<file path="config.mk">
export PLATFORM = sky130hd
export DESIGN_NAME = sample_readout
export DESIGN_NICKNAME = d
export VERILOG_FILES = /design/src/rtl/osc_pkg.sv /design/src/rtl/readout_fifo.sv /design/src/rtl/sample_readout.sv
export SDC_FILE = /design/constraint.sdc
export NUM_CORES = 1
export LEC_CHECK = 0
export ABC_AREA = 0
export BUFFER_PORTS_ARGS = -buffer_cell sky130_fd_sc_hd__buf_4
export CAP_MARGIN = 25
export CORE_MARGIN = 5
export CORE_UTILIZATION = 55
export CTS_CLUSTER_DIAMETER = 30
export DETAILED_ROUTE_END_ITERATION = 7
export PLACE_DENSITY = 0.78
export SYNTH_ARGS = -nofsm -noshare
export SYNTH_HDL_FRONTEND = slang
export SYNTH_SLANG_ARGS = --single-unit
</file>
<file path="constraint.sdc">
create_clock -name clk_50mhz -period 5.5 [get_ports clk_50mhz]
set_input_delay 1.65 -clock clk_50mhz [delete_from_list [all_inputs] [get_ports clk_50mhz]]
set_output_delay 1.65 -clock clk_50mhz [all_outputs]
set_load 0.005 [all_outputs]
</file>
<file path="src/rtl/osc_pkg.sv">
// Shared oscilloscope definitions, used by the sampler and by the readout path.
//   SAMPLE_DEPTH : sample buffer address width (buffer holds 2^SAMPLE_DEPTH bytes)
//   PRE_TRIG     : number of samples streamed before the trigger sample
//   FRAME_HEADER : first byte of every readout frame
//   readout_state_e : readout FSM states
package osc_pkg;

  localparam int         SAMPLE_DEPTH = 8;
  localparam int         PRE_TRIG     = 128;
  localparam logic [7:0] FRAME_HEADER = 8'hA5;

  typedef enum logic [1:0] {
    RD_IDLE   = 2'd0,
    RD_HEADER = 2'd1,
    RD_STREAM = 2'd2,
    RD_FINISH = 2'd3
  } readout_state_e;

endpackage

</file>
<file path="src/rtl/readout_fifo.sv">
// Two-entry, 8-bit fall-through FIFO between the sample RAM and the byte stream.
//   clk_50mhz, reset (async, active-low)
//   wr_en / wr_data : push one byte (read data returning from the RAM)
//   rd_en           : pop the head byte
//   rd_data         : head byte; when empty it shows wr_data so a byte can be
//                     written and consumed in the same cycle
//   count, full, empty : occupancy of the stored entries
module readout_fifo (
  input  logic       clk_50mhz,
  input  logic       reset,
  input  logic       wr_en,
  input  logic [7:0] wr_data,
  input  logic       rd_en,
  output logic [7:0] rd_data,
  output logic [1:0] count,
  output logic       full,
  output logic       empty
);

  logic [7:0] mem [2];
  logic       wr_ptr;
  logic       rd_ptr;
  logic       bypass;
  logic       do_wr;
  logic       do_rd;

  assign empty   = (count == 2'd0);
  assign full    = (count == 2'd2);
  // Empty FIFO with a byte arriving and leaving in the same cycle: nothing is stored.
  assign bypass  = empty && wr_en && rd_en;
  assign do_wr   = wr_en && !bypass && (!full || rd_en);
  assign do_rd   = rd_en && !empty;
  assign rd_data = empty ? wr_data : mem[rd_ptr];

  always_ff @(posedge clk_50mhz or negedge reset) begin
    if (!reset) begin
      mem[0] <= 8'h00;
      mem[1] <= 8'h00;
      wr_ptr <= 1'b0;
      rd_ptr <= 1'b0;
      count  <= 2'd0;
    end else begin
      if (do_wr) begin
        mem[wr_ptr] <= wr_data;
        wr_ptr      <= !wr_ptr;
      end
      if (do_rd) begin
        rd_ptr <= !rd_ptr;
      end
      case ({do_wr, do_rd})
        2'b10:   count <= count + 2'd1;
        2'b01:   count <= count - 2'd1;
        default: count <= count;
      endcase
    end
  end

endmodule

</file>
<file path="src/rtl/sample_readout.sv">
// Streams one captured buffer as a frame: FRAME_HEADER followed by all
// 2^SAMPLE_DEPTH samples, oldest first, starting PRE_TRIG samples before the
// trigger address.
//   clk_50mhz, reset (async, active-low)
//   start, trig_addr        : frame request from the sampler (trig_addr latched on start)
//   mem_addr, mem_re        : sample RAM read port; mem_data valid one cycle after mem_re
//   out_data, out_valid, out_ready, out_last : byte stream to the UART
//   busy, done              : frame in progress / one-cycle completion pulse
//   dbg_state               : current readout FSM state
//
// Stream handshake: a byte transfers on a rising edge where out_valid and
// out_ready are both 1. Once out_valid rises it stays high, with out_data and
// out_last unchanged, until that transfer happens; out_ready may toggle freely.
module sample_readout #(
  parameter int         SAMPLE_DEPTH = osc_pkg::SAMPLE_DEPTH,
  parameter int         PRE_TRIG     = osc_pkg::PRE_TRIG,
  parameter logic [7:0] FRAME_HEADER = osc_pkg::FRAME_HEADER
) (
  input  logic                    clk_50mhz,
  input  logic                    reset,
  input  logic                    start,
  input  logic [SAMPLE_DEPTH-1:0] trig_addr,
  output logic [SAMPLE_DEPTH-1:0] mem_addr,
  output logic                    mem_re,
  input  logic [7:0]              mem_data,
  output logic [7:0]              out_data,
  output logic                    out_valid,
  input  logic                    out_ready,
  output logic                    out_last,
  output logic                    busy,
  output logic                    done,
  output logic [1:0]              dbg_state
);

  localparam logic [SAMPLE_DEPTH-1:0] PRE_OFS  = SAMPLE_DEPTH'(PRE_TRIG);
  localparam logic [SAMPLE_DEPTH-1:0] EMIT_ONE = SAMPLE_DEPTH'(1);
  localparam logic [SAMPLE_DEPTH:0]   RD_ONE   = (SAMPLE_DEPTH + 1)'(1);

  osc_pkg::readout_state_e state;

  logic [SAMPLE_DEPTH-1:0] base;
  logic [SAMPLE_DEPTH:0]   rd_cnt;     // MSB set once every sample has been requested
  logic [SAMPLE_DEPTH-1:0] emit_cnt;   // samples already handed to the consumer
  logic                    inflight;   // a read was issued last cycle; mem_data is live

  logic [7:0] fifo_head;
  logic [1:0] fifo_count;
  logic       fifo_full;
  logic       fifo_empty;
  logic       fifo_rd;
  logic       fifo_has_room;
  logic       stream_valid;
  logic       last_slot;
  logic       rd_phase;
  logic [2:0] occ_net;

  readout_fifo u_fifo (
    .clk_50mhz (clk_50mhz),
    .reset     (reset),
    .wr_en     (inflight),
    .wr_data   (mem_data),
    .rd_en     (fifo_rd),
    .rd_data   (fifo_head),
    .count     (fifo_count),
    .full      (fifo_full),
    .empty     (fifo_empty)
  );

  assign rd_phase     = (state == osc_pkg::RD_HEADER) || (state == osc_pkg::RD_STREAM);
  // The head is usable when something is stored or the RAM is returning a byte now.
  assign stream_valid = (state == osc_pkg::RD_STREAM) && (!fifo_empty || inflight);
  assign last_slot    = (emit_cnt == {SAMPLE_DEPTH{1'b1}});
  assign fifo_rd      = stream_valid && out_ready;

  assign out_valid = (state == osc_pkg::RD_HEADER) || stream_valid;
  assign out_data  = (state == osc_pkg::RD_HEADER) ? FRAME_HEADER :
                     stream_valid                  ? fifo_head    : 8'h00;
  assign out_last  = stream_valid && last_slot;

  // Occupancy after this cycle's pop, counting the byte landing from the RAM now.
  // Keeping it below 2 guarantees the byte requested now always has a slot.
  assign occ_net       = 3'(fifo_count) + 3'(inflight) - 3'(fifo_rd);
  assign fifo_has_room = !fifo_full || fifo_rd;
  assign mem_re        = rd_phase && !rd_cnt[SAMPLE_DEPTH] && (occ_net < 3'd2) && fifo_has_room;
  assign mem_addr      = base + rd_cnt[SAMPLE_DEPTH-1:0];

  assign busy      = (state != osc_pkg::RD_IDLE);
  assign done      = (state == osc_pkg::RD_FINISH);
  assign dbg_state = state;

  always_ff @(posedge clk_50mhz or negedge reset) begin
    if (!reset) begin
      state    <= osc_pkg::RD_IDLE;
      base     <= '0;
      rd_cnt   <= '0;
      emit_cnt <= '0;
      inflight <= 1'b0;
    end else begin
      inflight <= mem_re;
      if (mem_re) begin
        rd_cnt <= rd_cnt + RD_ONE;
      end
      case (state)
        osc_pkg::RD_IDLE: begin
          if (start) begin
            base     <= trig_addr - PRE_OFS;
            rd_cnt   <= '0;
            emit_cnt <= '0;
            state    <= osc_pkg::RD_HEADER;
          end
        end
        osc_pkg::RD_HEADER: begin
          if (out_ready) begin
            state <= osc_pkg::RD_STREAM;
          end
        end
        osc_pkg::RD_STREAM: begin
          if (fifo_rd) begin
            emit_cnt <= emit_cnt + EMIT_ONE;
            if (last_slot) begin
              state <= osc_pkg::RD_FINISH;
            end
          end
        end
        default: begin
          state <= osc_pkg::RD_IDLE;
        end
      endcase
    end
  end

endmodule
</file>
== Word level (Yosys, flattened, before mapping) ==
Index checks and enable logic that the tools add are counted.

* $add $sub $neg: 8
* Magnitude comparators: 4
* Equality and inequality tests: 11
* Mux-type cells: 21
* Bitwise gates (word level): 2
* Reduce and logical (&&, ||, !) cells: 30

{| class="wikitable"
|+ Operators with widths
! kind !! number
|-
| 2-to-1 mux 8 bit || 9
|-
| 2-to-1 mux 9 bit || 3
|-
| bitwise mux 16 bit || 1
|-
| case mux 8 bit (2 select lines) || 1
|-
| logical AND 1 bit || 12
|-
| adder 9 x 1 -> 9 bit, second input constant || 1
|-
| adder 8 x 1 -> 8 bit, second input constant || 1
|-
| adder 8 bit || 1
|-
| demux 8 bit (select 1 bit) || 1
|-
| == test 2 bit, second input constant || 4
|-
| == test 8 bit, second input constant || 1
|-
| 2-to-1 mux 2 bit || 4
|-
| != test 2 bit, second input constant || 4
|-
| subtractor 8 bit, second input constant || 1
|-
| zero test 1 bit || 6
|-
| case mux 2 bit (3 select lines) || 1
|-
| nonzero test 2 bit || 3
|-
| == test 2 x 1 -> 1 bit, second input constant || 2
|-
| greater-or-equal comparator 2 bit, second input constant || 2
|-
| zero test 2 bit || 2
|-
| logical OR 1 bit || 4
|-
| inverter 1 -> 2 bit || 2
|-
| case mux 2 bit (2 select lines) || 1
|-
| AND reduction 4 bit || 1
|-
| other kinds (8) || 8
|}

* Flip-flop bits (word level): 48
* Input port bits: 20
* Output and inout port bits: 23

== Depth between registers and ports, before layout ==
* Depth after elaboration: 12
* Depth in mapped cells: 11
* Gate-level depth less buffers: 10

== Cells and area by module ==
From an unflattened synthesis, not the netlist that was laid out.

* Cells, all modules: 302
* Area, all modules: 2934.1 um^2

{| class="wikitable"
|+ Modules (own cells, without submodules)
! module !! times used !! cells an instance !! area each (um^2)
|-
| sample_readout || 1 || 223 || 1939.4
|-
| readout_fifo || 1 || 79 || 994.7
|}

== Worst setup path before layout ==
Ideal clock, no wire load.

* Kind: input to output
* Start: input out_ready
* End: output mem_re
* Data arrival time: 3.050 ns
* Slack: 0.800 ns
* Stages: 8
* Buffers on the path: 1
* Path through: nand2_1 > xnor2_1 > nand2_1 > fa_1 > or2_1 > o21a_1 > buf_2 > nor2_1

* Word-level cells in the longest chain between the ends: 5
* Elaborated cells on any way between the ends: 6
* Those cells by class: add/sub: 1; order compare: 1; reduce/logical: 4

{| class="wikitable"
|+ RTL lines
! item !! line !! text
|-
| start: declaration || sample_readout.sv:28 || <nowiki>input logic out_ready,</nowiki>
|-
| logical AND 1 bit * || sample_readout.sv:73 || <nowiki>assign fifo_rd = stream_valid && out_ready;</nowiki>
|-
| subtractor 3 x 1 -> 3 bit || sample_readout.sv:82 || <nowiki>assign occ_net = 3'(fifo_count) + 3'(inflight) - 3'(fifo_rd);</nowiki>
|-
| < comparator 3 x 2 -> 1 bit || sample_readout.sv:84 || <nowiki>assign mem_re = rd_phase && !rd_cnt[SAMPLE_DEPTH] && (occ_net < 3'd2) && fifo_has_room;</nowiki>
|-
| logical AND 1 bit || sample_readout.sv:84 ||
|-
| logical AND 1 bit * || sample_readout.sv:84 ||
|-
| end: declaration || sample_readout.sv:24 || <nowiki>output logic mem_re,</nowiki>
|}

Every way passes the cells marked *; elsewhere a longest branch is shown, timed or not.

== Worst setup path after layout ==
Same ends and word-level chain as after synthesis.

==> insert_results.sql <==
INSERT INTO impl_metrics (metric_group, metric, value, unit) VALUES
('routing', 'routed-via-count', '2238', ''),
('global_routing', 'number_of_antenna_violations_at_the_first_check_in_global_routing', '0', ''),
('routing', 'drc', '0', ''),
('sta', 'layout_worst_path_cycle_share', '93.1', '%'),
('logic_synthesis', 'synth_top_family_by_area', 'simple AND/OR/NAND/NOR gates', ''),
('clock_network', 'clkLatencyLatePin', '300', 'ps'),
('logic_synthesis', 'number_of_enable_flip_flop_cells_after_synthesis', '0', ''),
('sta', 'setup_viol_count_final', '0', ''),
('floorplan', 'floorplan.die.width', '81.5', 'um'),
('finish', 'stdcell_count', '396', ''),
('clock_network', 'ctsRootBufferMaster', 'sky130_fd_sc_hd__clkbuf_8', ''),
('logic_synthesis', 'proportion_of_synthesized_chip_area_in_sequential_cells', '42.7', '%'),
('flow_run', 'maxCapViolations', '0', ''),
('logic_synthesis', 'synth-warning-count', '0', ''),
('floorplan', 'num_io_pins', '43', ''),
('hold_path', 'hold-path-cell-count', '2', ''),
('critical_path', 'end_kind', 'output pin', ''),
('floorplan', 'coreArea', '0.00504', 'mm2'),
('global_routing', 'total_routing_usage_gr', '19.1', '%'),
('sta', 'totalNegativeSetupSlack', '0', 'ps'),
('global_routing', 'globalRouteOverflowTotal', '0', ''),
('critical_path', 'r2r_end', 'rd_cnt[7]$_DFF_PN0_', ''),
('routing', 'avgRoutedWirePerCell', '14.7', 'um'),
('logic_synthesis', 'yosys-mux-area-fraction', '10.0', '%'),
('sta', 'maxSlewViolCount', '0', ''),
('logic_synthesis', 'asyncSetResetFlopFracSynth', '100', '%'),
('global_routing', 'first_pass_grt_wire_length', '9760', 'um'),
('status', 'outcome', 'completed', ''),
('clock_network', 'buffers_inserted_during_post_cts_setup_optimization', '0', ''),
('place', 'place.detailed.instances', '389', ''),
('sta', 'fin_worst_skew', '7.78', 'ps'),
('clock_network', 'hold_buffers', '0', ''),
('clock_network', 'cts-buffers-inserted', '5', ''),
('finish', 'fraction_of_layout_instances_using_a_drive_strength_above_1', '21.5', '%'),
('clock_network', 'clock_tree.buffer_depth', '2', ''),
('critical_path', 'r2r_setup_slack', '2260', 'ps'),
('logic_synthesis', 'netlist-cell-type-count', '49', ''),
('sta', 'report.final.hold_viol_count', '0', ''),
('routing', 'antenna_violating_nets_post_route', '0', ''),
('logic_synthesis', 'post_synth_inst_count', '289', ''),
('finish', 'finish.instance_area', '0.00323', 'mm2'),
('power_and_ir_drop', 'ir_worst_vdd', '0.000352', 'V'),
('sta', 'final_critical_path_setup_slack', '377', 'ps'),
('power_and_ir_drop', 'total_power', '1.66', 'mW'),
('critical_path', 'cp-start-kind', 'input port', ''),
('floorplan', 'design.die.area', '0.00665', 'mm2'),
('sta', 'crit_path_time_final', '5120', 'ps'),
('global_routing', 'first_global_vias', '2169', ''),
('logic_synthesis', 'synth_ff_type', 'sky130_fd_sc_hd__dfrtp_1', ''),
('clock_network', 'h-tree-depth', '2', ''),
('finish', 'area_overhead_vs_synth', '14.8', '%'),
('finish', 'final_core_util', '64.1', '%'),
('logic_synthesis', 'post-synth-top-area-cell', 'sky130_fd_sc_hd__dfrtp_1', ''),
('logic_synthesis', 'synth_compound_gate_area_share', '14.6', '%'),
('logic_synthesis', 'synth-adder-area-share', '7.64', '%'),
('clock_network', 'cts_repair_resize_count', '0', ''),
('logic_synthesis', 'syn_nets', '325', ''),
('sta', 'fmax', '195', 'MHz'),
('sta', 'slew_headroom', '60.7', '%'),
('critical_path', 'worst_reg2reg_path_startpoint', 'dbg_state[0]$_DFFE_PN0P_', ''),
('finish', 'final_nets', '362', ''),
('clock_network', 'clock_pin_transition_on_the_worst_setup_and_hold_timing_paths', '80', 'ps'),
('place', 'dpl-instance-area', '0.00315', 'mm2'),
('critical_path', 'cp_max_fo', '14', ''),
('logic_synthesis', 'yosys.area_share.xor_xnor', '4.04', '%'),
('critical_path', 'timing.critical_path.required', '3850', 'ps'),
('logic_synthesis', 'synth-seq-cells', '48', ''),
('global_routing', 'maximum_number_of_pins_on_one_net_before_global_route_repair', '49', ''),
('logic_synthesis', 'synth_simple_gate_area_share', '17.2', '%'),
('logic_synthesis', 'synth_top_cells_by_area', 'sky130_fd_sc_hd__dfrtp_1 43%, sky130_fd_sc_hd__mux2_2 6.8%, sky130_fd_sc_hd__ha_1 6.2%', ''),
('hold_path', 'hold_path_class', 'reg2reg', '');
worst max-delay path by stage:
stage / cells past startpoint / to / from / slack [ps]
global placement: 9 / mem_re / out_ready / 460
global route: 9 / mem_re / out_ready / 200
detailed placement: 9 / mem_re / out_ready / 390
finish: 9 / mem_re / out_ready / 380
CTS: 9 / mem_re / out_ready / 380
floorplan: 8 / mem_re / out_ready / 800
synthesized netlist by cell type, types with 5 or more instances:
| cell | n |
|---|---|
| sky130_fd_sc_hd__o21ai_0 | 11 |
| sky130_fd_sc_hd__o31ai_1 | 7 |
| sky130_fd_sc_hd__a21oi_1 | 17 |
| sky130_fd_sc_hd__a211oi_1 | 5 |
| sky130_fd_sc_hd__or4_1 | 6 |
| sky130_fd_sc_hd__ha_1 | 14 |
| sky130_fd_sc_hd__nor3_1 | 5 |
| sky130_fd_sc_hd__nand3_1 | 11 |
| sky130_fd_sc_hd__mux2_2 | 17 |
| sky130_fd_sc_hd__xnor2_1 | 9 |
| sky130_fd_sc_hd__nand2_1 | 38 |
| sky130_fd_sc_hd__mux2i_1 | 9 |
| sky130_fd_sc_hd__nor2_1 | 20 |
| sky130_fd_sc_hd__inv_1 | 11 |
| sky130_fd_sc_hd__dfrtp_1 | 48 |
worst max-delay path: stages:
cell                      delay [ps]
sky130_fd_sc_hd__buf_4           120
sky130_fd_sc_hd__nand2_1         140
sky130_fd_sc_hd__xnor2_1         130
sky130_fd_sc_hd__nand2_1          80
sky130_fd_sc_hd__fa_1            390
sky130_fd_sc_hd__or2_1           230
sky130_fd_sc_hd__o21a_1          250
sky130_fd_sc_hd__nor2_1          300
sky130_fd_sc_hd__buf_4           170
area by class of cell:
cell class | count | area, um2 | share of cell area (%)
clock buffer | 5 | 68.8 | 2.13
clock inverter | 2 | 12.5 | 0.387
inverter | 11 | 41.3 | 1.28
multi-input combinational | 218 | 1510 | 46.6
sequential | 48 | 1200 | 37.2
tap | 70 | 87.6 | 2.71
timing repair buffer | 42 | 315 | 9.75
routing by layer:
layer | vias to the layer above | part of all wire [%] | track usage, %
li1 | 1106 | - | -
met1 | 1073 | 47 | 26.1
met2 | 50 | 47 | 29.6
met3 | 9 | 4.4 | 4.17
met4 | 0 | 1.3 | 7.09
met5 | - | 0 | 0
sequential cells by signal, summed over array words and instances, names as in the netlist:
register       count
u_fifo.mem        16
inflight           1
u_fifo.rd_ptr      1
u_fifo.wr_ptr      1
rd_cnt             9
emit_cnt           8
u_fifo.count       2
base               8
dbg_state          2
cell usage in the layout, fill, tap and decap left out, drive strengths merged, types with 2 or more instances in the layout:
| cell type | netlist | routed |
|---|---|---|
| a211oi | 5 | 5 |
| nand2 | 38 | 38 |
| o21bai | 4 | 4 |
| xor2 | 4 | 4 |
| mux2 | 17 | 17 |
| nor3 | 5 | 5 |
| o21a | 3 | 3 |
| nand4 | 2 | 2 |
| o31ai | 7 | 7 |
| clkbuf | 5 | 5 |
| xnor2 | 9 | 9 |
| o21ai | 12 | 12 |
| buf | 7 | 42 |
| o221ai | 2 | 2 |
| fa | 2 | 2 |
| or3 | 3 | 3 |
| or2 | 3 | 3 |
| inv | 11 | 11 |
| nor2b | 2 | 2 |
| nand2b | 4 | 4 |
| dfrtp | 48 | 48 |
| nand3b | 3 | 3 |
| o211ai | 2 | 2 |
| nor2 | 20 | 20 |
| or4 | 6 | 6 |
| nand3 | 11 | 11 |
| mux2i | 9 | 9 |
| ha | 14 | 14 |
| a21oi | 17 | 17 |
where the power goes:
part / leakage (nW) / internal [mW] / switching [mW]
combinational: 0.840 / 0.410 / 0.429
clock: 0.0400 / 0.0862 / 0.114
sequential: 0.612 / 0.485 / 0.131
total: 1.49 / 0.981 / 0.674
kinds of logic after synthesis:
logic type | Yosys count
AOI/OAI and AO/OA | 62
adders and majority gates | 16
buffers and inverters | 23
muxes | 26
DFF | 48
xor gates and xnor gates | 13
and+or+nand+nor | 101
No activity file was read; power rests on OpenSTA's default activity.
